==> config.mk <==
export PLATFORM = sky130hd
export DESIGN_NAME = hazard_unit
export DESIGN_NICKNAME = d
export VERILOG_FILES = /design/src/rtl/hazard_pkg.sv /design/src/rtl/hazard_fwd_sel.sv /design/src/rtl/hazard_unit.sv
export SDC_FILE = /design/constraint.sdc
export NUM_CORES = 1
export LEC_CHECK = 0
export BUFFER_PORTS_ARGS = -buffer_cell sky130_fd_sc_hd__buf_4
export CAP_MARGIN = 20
export CORE_MARGIN = 2
export CORE_UTILIZATION = 31
export CTS_BUF_LIST = sky130_fd_sc_hd__clkbuf_2 sky130_fd_sc_hd__clkbuf_4 sky130_fd_sc_hd__clkbuf_8
export DETAILED_ROUTE_END_ITERATION = 12
export PLACE_DENSITY = 0.62
export SLEW_MARGIN = 20
export SYNTH_ARGS = -nofsm -noshare
export SYNTH_HDL_FRONTEND = slang
export SYNTH_HIERARCHICAL = 1
export SYNTH_SLANG_ARGS = --single-unit
export TNS_END_PERCENT = 20
==> constraint.sdc <==
create_clock -name clk -period 2.11 [get_ports clk]
set_input_delay 0.422 -clock clk [delete_from_list [all_inputs] [get_ports clk]]
set_output_delay 0.422 -clock clk [all_outputs]
set_load 0.05 [all_outputs]
==> src/rtl/hazard_pkg.sv <==
// Shared types for the pipeline hazard controller.
//   fwd_sel_t   : operand source select for the Execute-stage ALU inputs
//   mem_state_t : data-memory wait FSM states
//   WAITCNT_W   : width of the wait-cycle counter used for the timeout
package hazard_pkg;

  typedef enum logic [1:0] {
    FWD_RF = 2'b00,
    FWD_W  = 2'b01,
    FWD_M  = 2'b10
  } fwd_sel_t;

  typedef enum logic {
    IDLE = 1'b0,
    WAIT = 1'b1
  } mem_state_t;

  localparam int unsigned WAITCNT_W = 16;

endpackage

==> src/rtl/hazard_fwd_sel.sv <==
// Forwarding compare for a single Execute-stage source operand.
// Ports:
//   RsE                 : source register of the operand in Execute
//   RdM, RegWriteM      : destination / write enable in Memory
//   RdW, RegWriteW      : destination / write enable in Writeback
//   Forward             : FWD_M, FWD_W or FWD_RF (Memory wins over Writeback)
module hazard_fwd_sel
  import hazard_pkg::*;
#(
  parameter int unsigned AW = 5
) (
  input  logic [AW-1:0] RsE,
  input  logic [AW-1:0] RdM,
  input  logic [AW-1:0] RdW,
  input  logic          RegWriteM,
  input  logic          RegWriteW,
  output fwd_sel_t      Forward
);

  always_comb begin
    Forward = FWD_RF;
    if (RegWriteM && (RdM != '0) && (RdM == RsE)) begin
      Forward = FWD_M;
    end else if (RegWriteW && (RdW != '0) && (RdW == RsE)) begin
      Forward = FWD_W;
    end
  end

endmodule

==> src/rtl/hazard_unit.sv <==
// Pipeline hazard controller for the 5-stage core.
// Ports:
//   clk, reset (async, active-low)
//   Rs1D/Rs2D, Rs1E/Rs2E/RdE, LoadE, PCSrcE, RdM/RdW, RegWriteM/RegWriteW
//   MemReqM/MemReadyM : data-memory request / completion handshake
//   CntClr            : synchronous clear of both event counters
//   ForwardAE/BE      : ALU operand selects
//   StallF/D/E/M, FlushD/E/W : pipeline register controls
//   MemBusy, MemErr   : wait FSM in WAIT / sticky timeout flag
//   StallCount, FlushCount   : saturating event counters
module hazard_unit
  import hazard_pkg::*;
#(
  parameter int unsigned AW          = 5,
  parameter int unsigned CNT_W       = 32,
  parameter int unsigned MEM_TIMEOUT = 16
) (
  input  logic             clk,
  input  logic             reset,
  input  logic [AW-1:0]    Rs1D,
  input  logic [AW-1:0]    Rs2D,
  input  logic [AW-1:0]    Rs1E,
  input  logic [AW-1:0]    Rs2E,
  input  logic [AW-1:0]    RdE,
  input  logic             LoadE,
  input  logic             PCSrcE,
  input  logic [AW-1:0]    RdM,
  input  logic [AW-1:0]    RdW,
  input  logic             RegWriteM,
  input  logic             RegWriteW,
  input  logic             MemReqM,
  input  logic             MemReadyM,
  input  logic             CntClr,
  output logic [1:0]       ForwardAE,
  output logic [1:0]       ForwardBE,
  output logic             StallF,
  output logic             StallD,
  output logic             StallE,
  output logic             StallM,
  output logic             FlushD,
  output logic             FlushE,
  output logic             FlushW,
  output logic             MemBusy,
  output logic             MemErr,
  output logic [CNT_W-1:0] StallCount,
  output logic [CNT_W-1:0] FlushCount
);

  localparam logic [WAITCNT_W-1:0] ERR_AT = WAITCNT_W'(MEM_TIMEOUT - 1);

  fwd_sel_t fwd_a, fwd_b;

  hazard_fwd_sel #(.AW(AW)) u_fwd_a (
    .RsE(Rs1E), .RdM(RdM), .RdW(RdW),
    .RegWriteM(RegWriteM), .RegWriteW(RegWriteW), .Forward(fwd_a)
  );

  hazard_fwd_sel #(.AW(AW)) u_fwd_b (
    .RsE(Rs2E), .RdM(RdM), .RdW(RdW),
    .RegWriteM(RegWriteM), .RegWriteW(RegWriteW), .Forward(fwd_b)
  );

  assign ForwardAE = reset ? fwd_a : FWD_RF;
  assign ForwardBE = reset ? fwd_b : FWD_RF;

  logic mem_stall, lw_stall, br_flush;

  // mem_stall acts in the first wait cycle, before the FSM has left IDLE.
  assign mem_stall = MemReqM & ~MemReadyM;
  assign lw_stall  = LoadE & (RdE != '0) & ((RdE == Rs1D) | (RdE == Rs2D));
  assign br_flush  = reset & ~mem_stall & PCSrcE;

  always_comb begin
    StallF = 1'b0;
    StallD = 1'b0;
    StallE = 1'b0;
    StallM = 1'b0;
    FlushD = 1'b0;
    FlushE = 1'b0;
    FlushW = 1'b0;
    if (!reset) begin
      FlushD = 1'b1;
      FlushE = 1'b1;
      FlushW = 1'b1;
    end else if (mem_stall) begin
      // Freeze F..M; a pending branch or load-use is re-evaluated on release.
      StallF = 1'b1;
      StallD = 1'b1;
      StallE = 1'b1;
      StallM = 1'b1;
      FlushW = 1'b1;
    end else if (PCSrcE) begin
      FlushD = 1'b1;
      FlushE = 1'b1;
    end else if (lw_stall) begin
      StallF = 1'b1;
      StallD = 1'b1;
      FlushE = 1'b1;
    end
  end

  mem_state_t           state_q, state_d;
  logic [WAITCNT_W-1:0] wait_cnt_q, wait_cnt_d;
  logic                 err_q, err_d;

  always_comb begin
    state_d    = state_q;
    wait_cnt_d = wait_cnt_q;
    err_d      = err_q;
    case (state_q)
      IDLE: begin
        if (mem_stall) begin
          state_d    = WAIT;
          wait_cnt_d = '0;
        end
      end
      WAIT: begin
        if (MemReadyM || !MemReqM) begin
          state_d = IDLE;
        end else begin
          if (wait_cnt_q == ERR_AT) begin
            err_d = 1'b1;
          end
          wait_cnt_d = wait_cnt_q + WAITCNT_W'(1);
        end
      end
      default: state_d = IDLE;
    endcase
  end

  always_ff @(posedge clk or negedge reset) begin
    if (!reset) begin
      state_q    <= IDLE;
      wait_cnt_q <= '0;
      err_q      <= 1'b0;
    end else begin
      state_q    <= state_d;
      wait_cnt_q <= wait_cnt_d;
      err_q      <= err_d;
    end
  end

  assign MemBusy = (state_q == WAIT);
  assign MemErr  = err_q;

  logic [CNT_W-1:0] stall_cnt_q, flush_cnt_q;

  always_ff @(posedge clk or negedge reset) begin
    if (!reset) begin
      stall_cnt_q <= '0;
      flush_cnt_q <= '0;
    end else if (CntClr) begin
      stall_cnt_q <= '0;
      flush_cnt_q <= '0;
    end else begin
      if (StallF && (stall_cnt_q != '1)) begin
        stall_cnt_q <= stall_cnt_q + CNT_W'(1);
      end
      if (br_flush && (flush_cnt_q != '1)) begin
        flush_cnt_q <= flush_cnt_q + CNT_W'(1);
      end
    end
  end

  assign StallCount = stall_cnt_q;
  assign FlushCount = flush_cnt_q;

endmodule

### Yosys cells after proc, flatten, opt, wreduce, memory -nomap -nowiden

Index checks and enable logic that the tools add are counted.

| storage, ports and cells | value |
|---|---|
| flip-flop bits (word level) | 82 |
| bits of input ports | 44 |
| output and inout port bits | 77 |
| word-level logic and storage cells | 74 |

| cells by class | value |
|---|---|
| add/subtract/negate cells | 3 |
| equal/unequal tests | 11 |
| mux-type cells | 28 |
| bitwise operators | 10 |
| reductions and logical operators | 17 |

Operators by type and width:

| kind | number |
|---|---|
| 32-bit 2-to-1 mux | 4 |
| 32-bit by 1-bit adder with 32-bit output, second input constant | 2 |
| 32-bit inequality test, second input constant | 2 |
| 16-bit 2-to-1 mux | 2 |
| 16-bit one-hot mux with 2 select lines | 1 |
| 5-bit equality test | 6 |
| 16-bit by 1-bit adder with 16-bit output, second input constant | 1 |
| 16-bit by 4-bit equality test with 1-bit output, second input constant | 1 |
| 1-bit 2-to-1 mux | 16 |
| 5-bit nonzero test | 3 |
| 1-bit logical AND | 8 |
| 2-bit 2-to-1 mux | 4 |
| 1-bit bitwise AND | 5 |
| 2-bit inequality test, second input constant | 2 |
| 1-bit inverter | 4 |
| 2-bit nonzero test | 2 |
| 3-bit AND reduction | 1 |
| 1-bit one-hot mux with 2 select lines | 1 |
| 2-bit AND reduction | 1 |
| 1-bit logical NOT | 1 |
| 1-bit logical OR | 1 |
| 1-bit OR | 1 |

### Depth between registers and ports, before layout

| logic depth | value |
|---|---|
| word-level depth | 10 |
| depth in mapped cells | 9 |
| depth with buffers taken out | 7 |

### Hierarchy

Netlist, hierarchy kept.

By module, submodules not included:

| module | times used | cells an instance | area an instance (µm²) | seq. area each (µm²) |
|---|---|---|---|---|
| hazard_unit | 1 | 533 | 4740.8 | 2052.0 |
| hazard_fwd_sel | 2 | 20 | 151.4 | 0.0 |

### Worst setup path after synthesis

No wires, ideal clock.

| path | value |
|---|---|
| kind | in2out |
| start point | input port MemReadyM |
| end point | output port StallF |
| data arrival time | 2399 ps |
| slack | -711 ps |
| stages on the path | 6 |
| buffers on the path | 2 |
| cell sequence | nand2b_1 > clkbuf_1 > nor2_1 > a31oi_1 > inv_1 > buf_4 |

| on the way | value |
|---|---|
| cells in the longest elaborated chain, start to end | 4 |

RTL lines:

| item | RTL line | RTL |
|---|---|---|
| from (decl) | hazard_unit.sv:32 | `input logic MemReadyM,` |
| 1-bit inverter | hazard_unit.sv:69 | `assign mem_stall = MemReqM & ~MemReadyM;` |
| 1-bit bitwise AND | hazard_unit.sv:69 |  |
| 1-bit 2-to-1 mux (2 in a row) | n/a |  |
| to (decl) | hazard_unit.sv:36 | `output logic StallF,` |

Every way passes these cells.

### Worst setup path after layout

| path | value |
|---|---|
| start point | input port RdE[1] |
| end point | output port StallF |

| on the way | value |
|---|---|
| cells in the longest elaborated chain, start to end | 7 |

RTL lines:

| item | RTL line | RTL |
|---|---|---|
| from (decl) | hazard_unit.sv:24 | `input logic [AW-1:0] RdE,` |
| 5-bit equality test / 5-bit nonzero test (equally long branches) | hazard_unit.sv:70 | `assign lw_stall = LoadE & (RdE != '0) & ((RdE == Rs1D) \| (RdE == Rs2D));` |
| 1-bit OR / 1-bit bitwise AND (equally long branches) | hazard_unit.sv:70 |  |
| 1-bit bitwise AND * | hazard_unit.sv:70 |  |
| 1-bit 2-to-1 mux * | hazard_unit.sv:95 | `end else if (lw_stall) begin` |
| 1-bit 2-to-1 mux * | hazard_unit.sv:92 | `end else if (PCSrcE) begin` |
| 1-bit 2-to-1 mux * | hazard_unit.sv:85 | `end else if (mem_stall) begin` |
| 1-bit 2-to-1 mux * | hazard_unit.sv:81 | `if (!reset) begin` |

Mark *: on every way between the ends. The rest lies on a longest branch, timed or not.

==> flow_summary.yaml <==
status:
  status: "finished with violations"
  violations: "negative setup slack"
routing:
  firstDrtPassIters: 5
  drtAntennaViolNets: 0
  vias: 5149
  wl_mm: 15.2
  avgRoutedWirePerCell_um: 15.5
  drc: 0
  drtIter0Drc: 218
  vias_per_cell: 5.25
hold_path:
  hp-class: "primary input to async pin"
sta:
  max_clock_freq_mhz: 471
  slew_violations: 0
  setup_viol: 2
  slew_headroom_pct: 43.4
  timing.final.ws_setup_ns: -0.0114
  fin_crit_sh_pct: 101
  tightestPinTransition_ns: 0.849
  hold_viol_final: 0
  fin_crit_ns: 2.12
  skew_ns: 0.0112
  rsz0062_at_grt: "yes"
pwr:
  irDropWorstVdd_mv: 0.320
  power-per-cell-area_nw_per_um2: 468
  total_power_mw: 3.36
  p_leak_nw: 3.02
worst_setup_path:
  cpMaxStageDelayCell: "or4_4"
  crit_arrival_ns: 1.70
  crit_fanout: 3
  timing.rr.end: "StallCount[26]$_DFFE_PN0P_"
  worstSetupPathType: "primary input to output port"
  path_cells: "buf_4, or4_4, o21a_4, a31oi_4, inv_2, buf_6"
  critPathTopFamily: "simple AND/OR/NAND/NOR gates"
  start_kind: "primary input"
  crit_cells: 6
  required_ns: 1.69
  r2r_start: "StallCount[1]$_DFFE_PN0P_"
  reg2reg_depth: 8
  critPathBufInv: 3
  timing.critical_path.from: "RdE[1]"
  r2r_slack_ns: 0.05
  crit_end: "StallF"
  cpPeakStageDelay_ns: 0.53
  cp-end-kind: "output port"
clocking:
  htreeDepth: 3
  clk_latency_ns: 0.36
  ctsHoldBuffers: 0
  root_buffer: "clkbuf_8"
  cts_num_sinks: 82
  cts_tree: "built"
  cts_buffer_depth: 2
  numCtsBuffers: 9
  clkTransAtPathRegs_ns: 0.08
floorplan:
  floorplan.die_area_um2: 17300
  start_util_pct: 31.8
  coreArea_um2: 15900
  io-pin-count: 121
  rows: 46
  die_h_um: 132
  dieWidth_um: 132
global_route:
  grt_overflow: 0
  grt_usage_pct: 17.1
  grt_first_pass_wirelength_mm: 24.9
  first_global_vias: 5008
  antenna_found_initial: 0
  grt_max_degree: 73
layout:
  drive_gt1_share_pct: 39.4
  syn2layout_area_growth_pct: 42.5
  diodes: 0
  num-nets-final: 806
  fill_cells: 1533
synth:
  synth_ff_type: "dfrtp_1"
  synth.top_cell.area_share_pct: 40.7
  synth_warnings: 6
  yosys-top-cells-area: "dfrtp_1 (41%), xnor2_1 (6.9%), nand2_1 (4.5%)"
  post-synth-top-area-cell: "dfrtp_1"
  ys_async_sr_fraction_pct: 100
  synthDistinctLibCells: 53
  yosysSeqAreaShare_pct: 40.7
  syn_area_um2: 5040
  syn-num-nets: 620
  ys_ff_latch: 82
  synth_edf_count: 0
  syn_inst: 573
  syn_avg_cell_area_um2: 8.80
placement:
  finalWeightedCongestion: 0.977
  place.port_buffers: 120
  pre_cts_ws_ns: -0.176
  place.detailed.hpwl_mm: 11.2
job:
  maxCapViolCount: 0
[how the worst min path moves through the flow]
stage,startpoint,end,slack (ns)
5_1_grt,reset,StallCount[26]$_DFFE_PN0P_,0.07
4_1_cts,reset,StallCount[26]$_DFFE_PN0P_,0.07
2_1_floorplan,reset,FlushCount[0]$_DFFE_PN0P_,0.13
6_report,reset,wait_cnt_q[5]$_DFFE_PN0P_,0.08
3_5_place_dp,reset,wait_cnt_q[3]$_DFFE_PN0P_,0.45
3_3_place_gp,reset,StallCount[24]$_DFFE_PN0P_,0.45
[routing by layer]
metal  wire (um)  vias up  global-route usage [%]
met5           0        -                       0
met4         210        0                    5.13
met1        6810     2508                    22.5
met2        7380      161                    28.4
met3         825       18                    3.40
li1            -     2462                       -
[cell families after synthesis]
kind of cell / count (synthesis) / share of synthesized area (%)
multiplexers: 7 / 1.54
adder cells (fa/ha/maj): 3 / 0.744
flip-flops: 82 / 40.7
XOR/XNOR: 55 / 9.55
buffers and inverters: 36 / 3.05
AND/OR/NAND/NOR: 294 / 32.4
AO/OA/AOI/OAI: 96 / 12.1
[layout make-up]
class / instances / area, um^2 / area share (%)
multi-input combinational: 455 / 3020 / 42.0
sequential: 82 / 2090 / 29.1
timing repair buffer: 202 / 1540 / 21.5
tap: 216 / 270 / 3.76
clock buffer: 12 / 159 / 2.21
clock inverter: 4 / 73.8 / 1.03
inverter: 9 / 33.8 / 0.470
[worst reg2reg max path: cells and delay by family (launching register included)]
family | cells | cell delay, ns
compound gates | 1 | 0.13
flops | 1 | 0.40
fa+ha+maj | 1 | 0.16
buf+inv | 2 | 0.35
simple gates | 4 | 0.94
[cell usage in the layout, fill, tap and decap left out, types with 10 or more instances in the layout]
| cell | n |
|---|---|
| nor3_1 | 17 |
| a21oi_1 | 28 |
| clkbuf_8 | 11 |
| nor2_1 | 50 |
| dfrtp_1 | 51 |
| nand3_1 | 30 |
| or3_1 | 20 |
| xnor2_1 | 40 |
| o21ai_0 | 24 |
| nand4_1 | 26 |
| buf_4 | 197 |
| o31ai_1 | 17 |
| xor2_1 | 15 |
| and3_1 | 14 |
| dfrtp_2 | 31 |
| nand2_1 | 57 |
| nor4_1 | 10 |
[sequential cells by signal, indices dropped and copies added, names as in the netlist]
signal	flops
StallCount	32
MemErr	1
wait_cnt_q	16
FlushCount	32
MemBusy	1
[cells in the mapped netlist, types with 4 or more instances]
cell,instances
clkbuf_1,20
mux2_1,6
dfrtp_1,82
and3_1,14
nor3_1,19
and2_1,5
and4_1,6
nor3_2,4
nand4_1,26
nor4_1,10
or3_1,20
xor2_1,15
o21ai_0,25
inv_1,8
or4_1,12
o31ai_1,18
nor3b_1,4
a21oi_1,32
nand3_1,33
a21o_1,5
nor2_1,51
nand2_1,60
nor4_2,4
xnor2_1,40
nor2b_1,9
[stage by stage]
step | utilization [%] | instances | hold WS [ns] | cell area, um^2 | setup TNS, ns
3_5_place_dp | 42.4 | 953 | 0.451 | 6740 | -4.77
4_1_cts | 44.1 | 969 | 0.0722 | 7000 | -0.0539
6_report | 45.3 | 980 | 0.0834 | 7190 | -0.0228
5_1_grt | 45.3 | 980 | 0.0687 | 7190 | -0.489
3_3_place_gp | 42.4 | 953 | 0.448 | 6740 | -4.35
2_1_floorplan | - | 573 | 0.126 | 5140 | -1.78
[repair_timing]
item,CTS,global route
resized for setup,7,23
pin swaps,1,16
buffers inserted,0,11
setup endpoints to repair,8,33
[report_power, final]
part	leakage (nW)	internal [mW]	switching, mW
Sequential	1.09	1.58	0.0118
Combinational	1.81	0.180	0.259
Clock	0.120	0.746	0.588
Power figures use the tool's default switching activity.
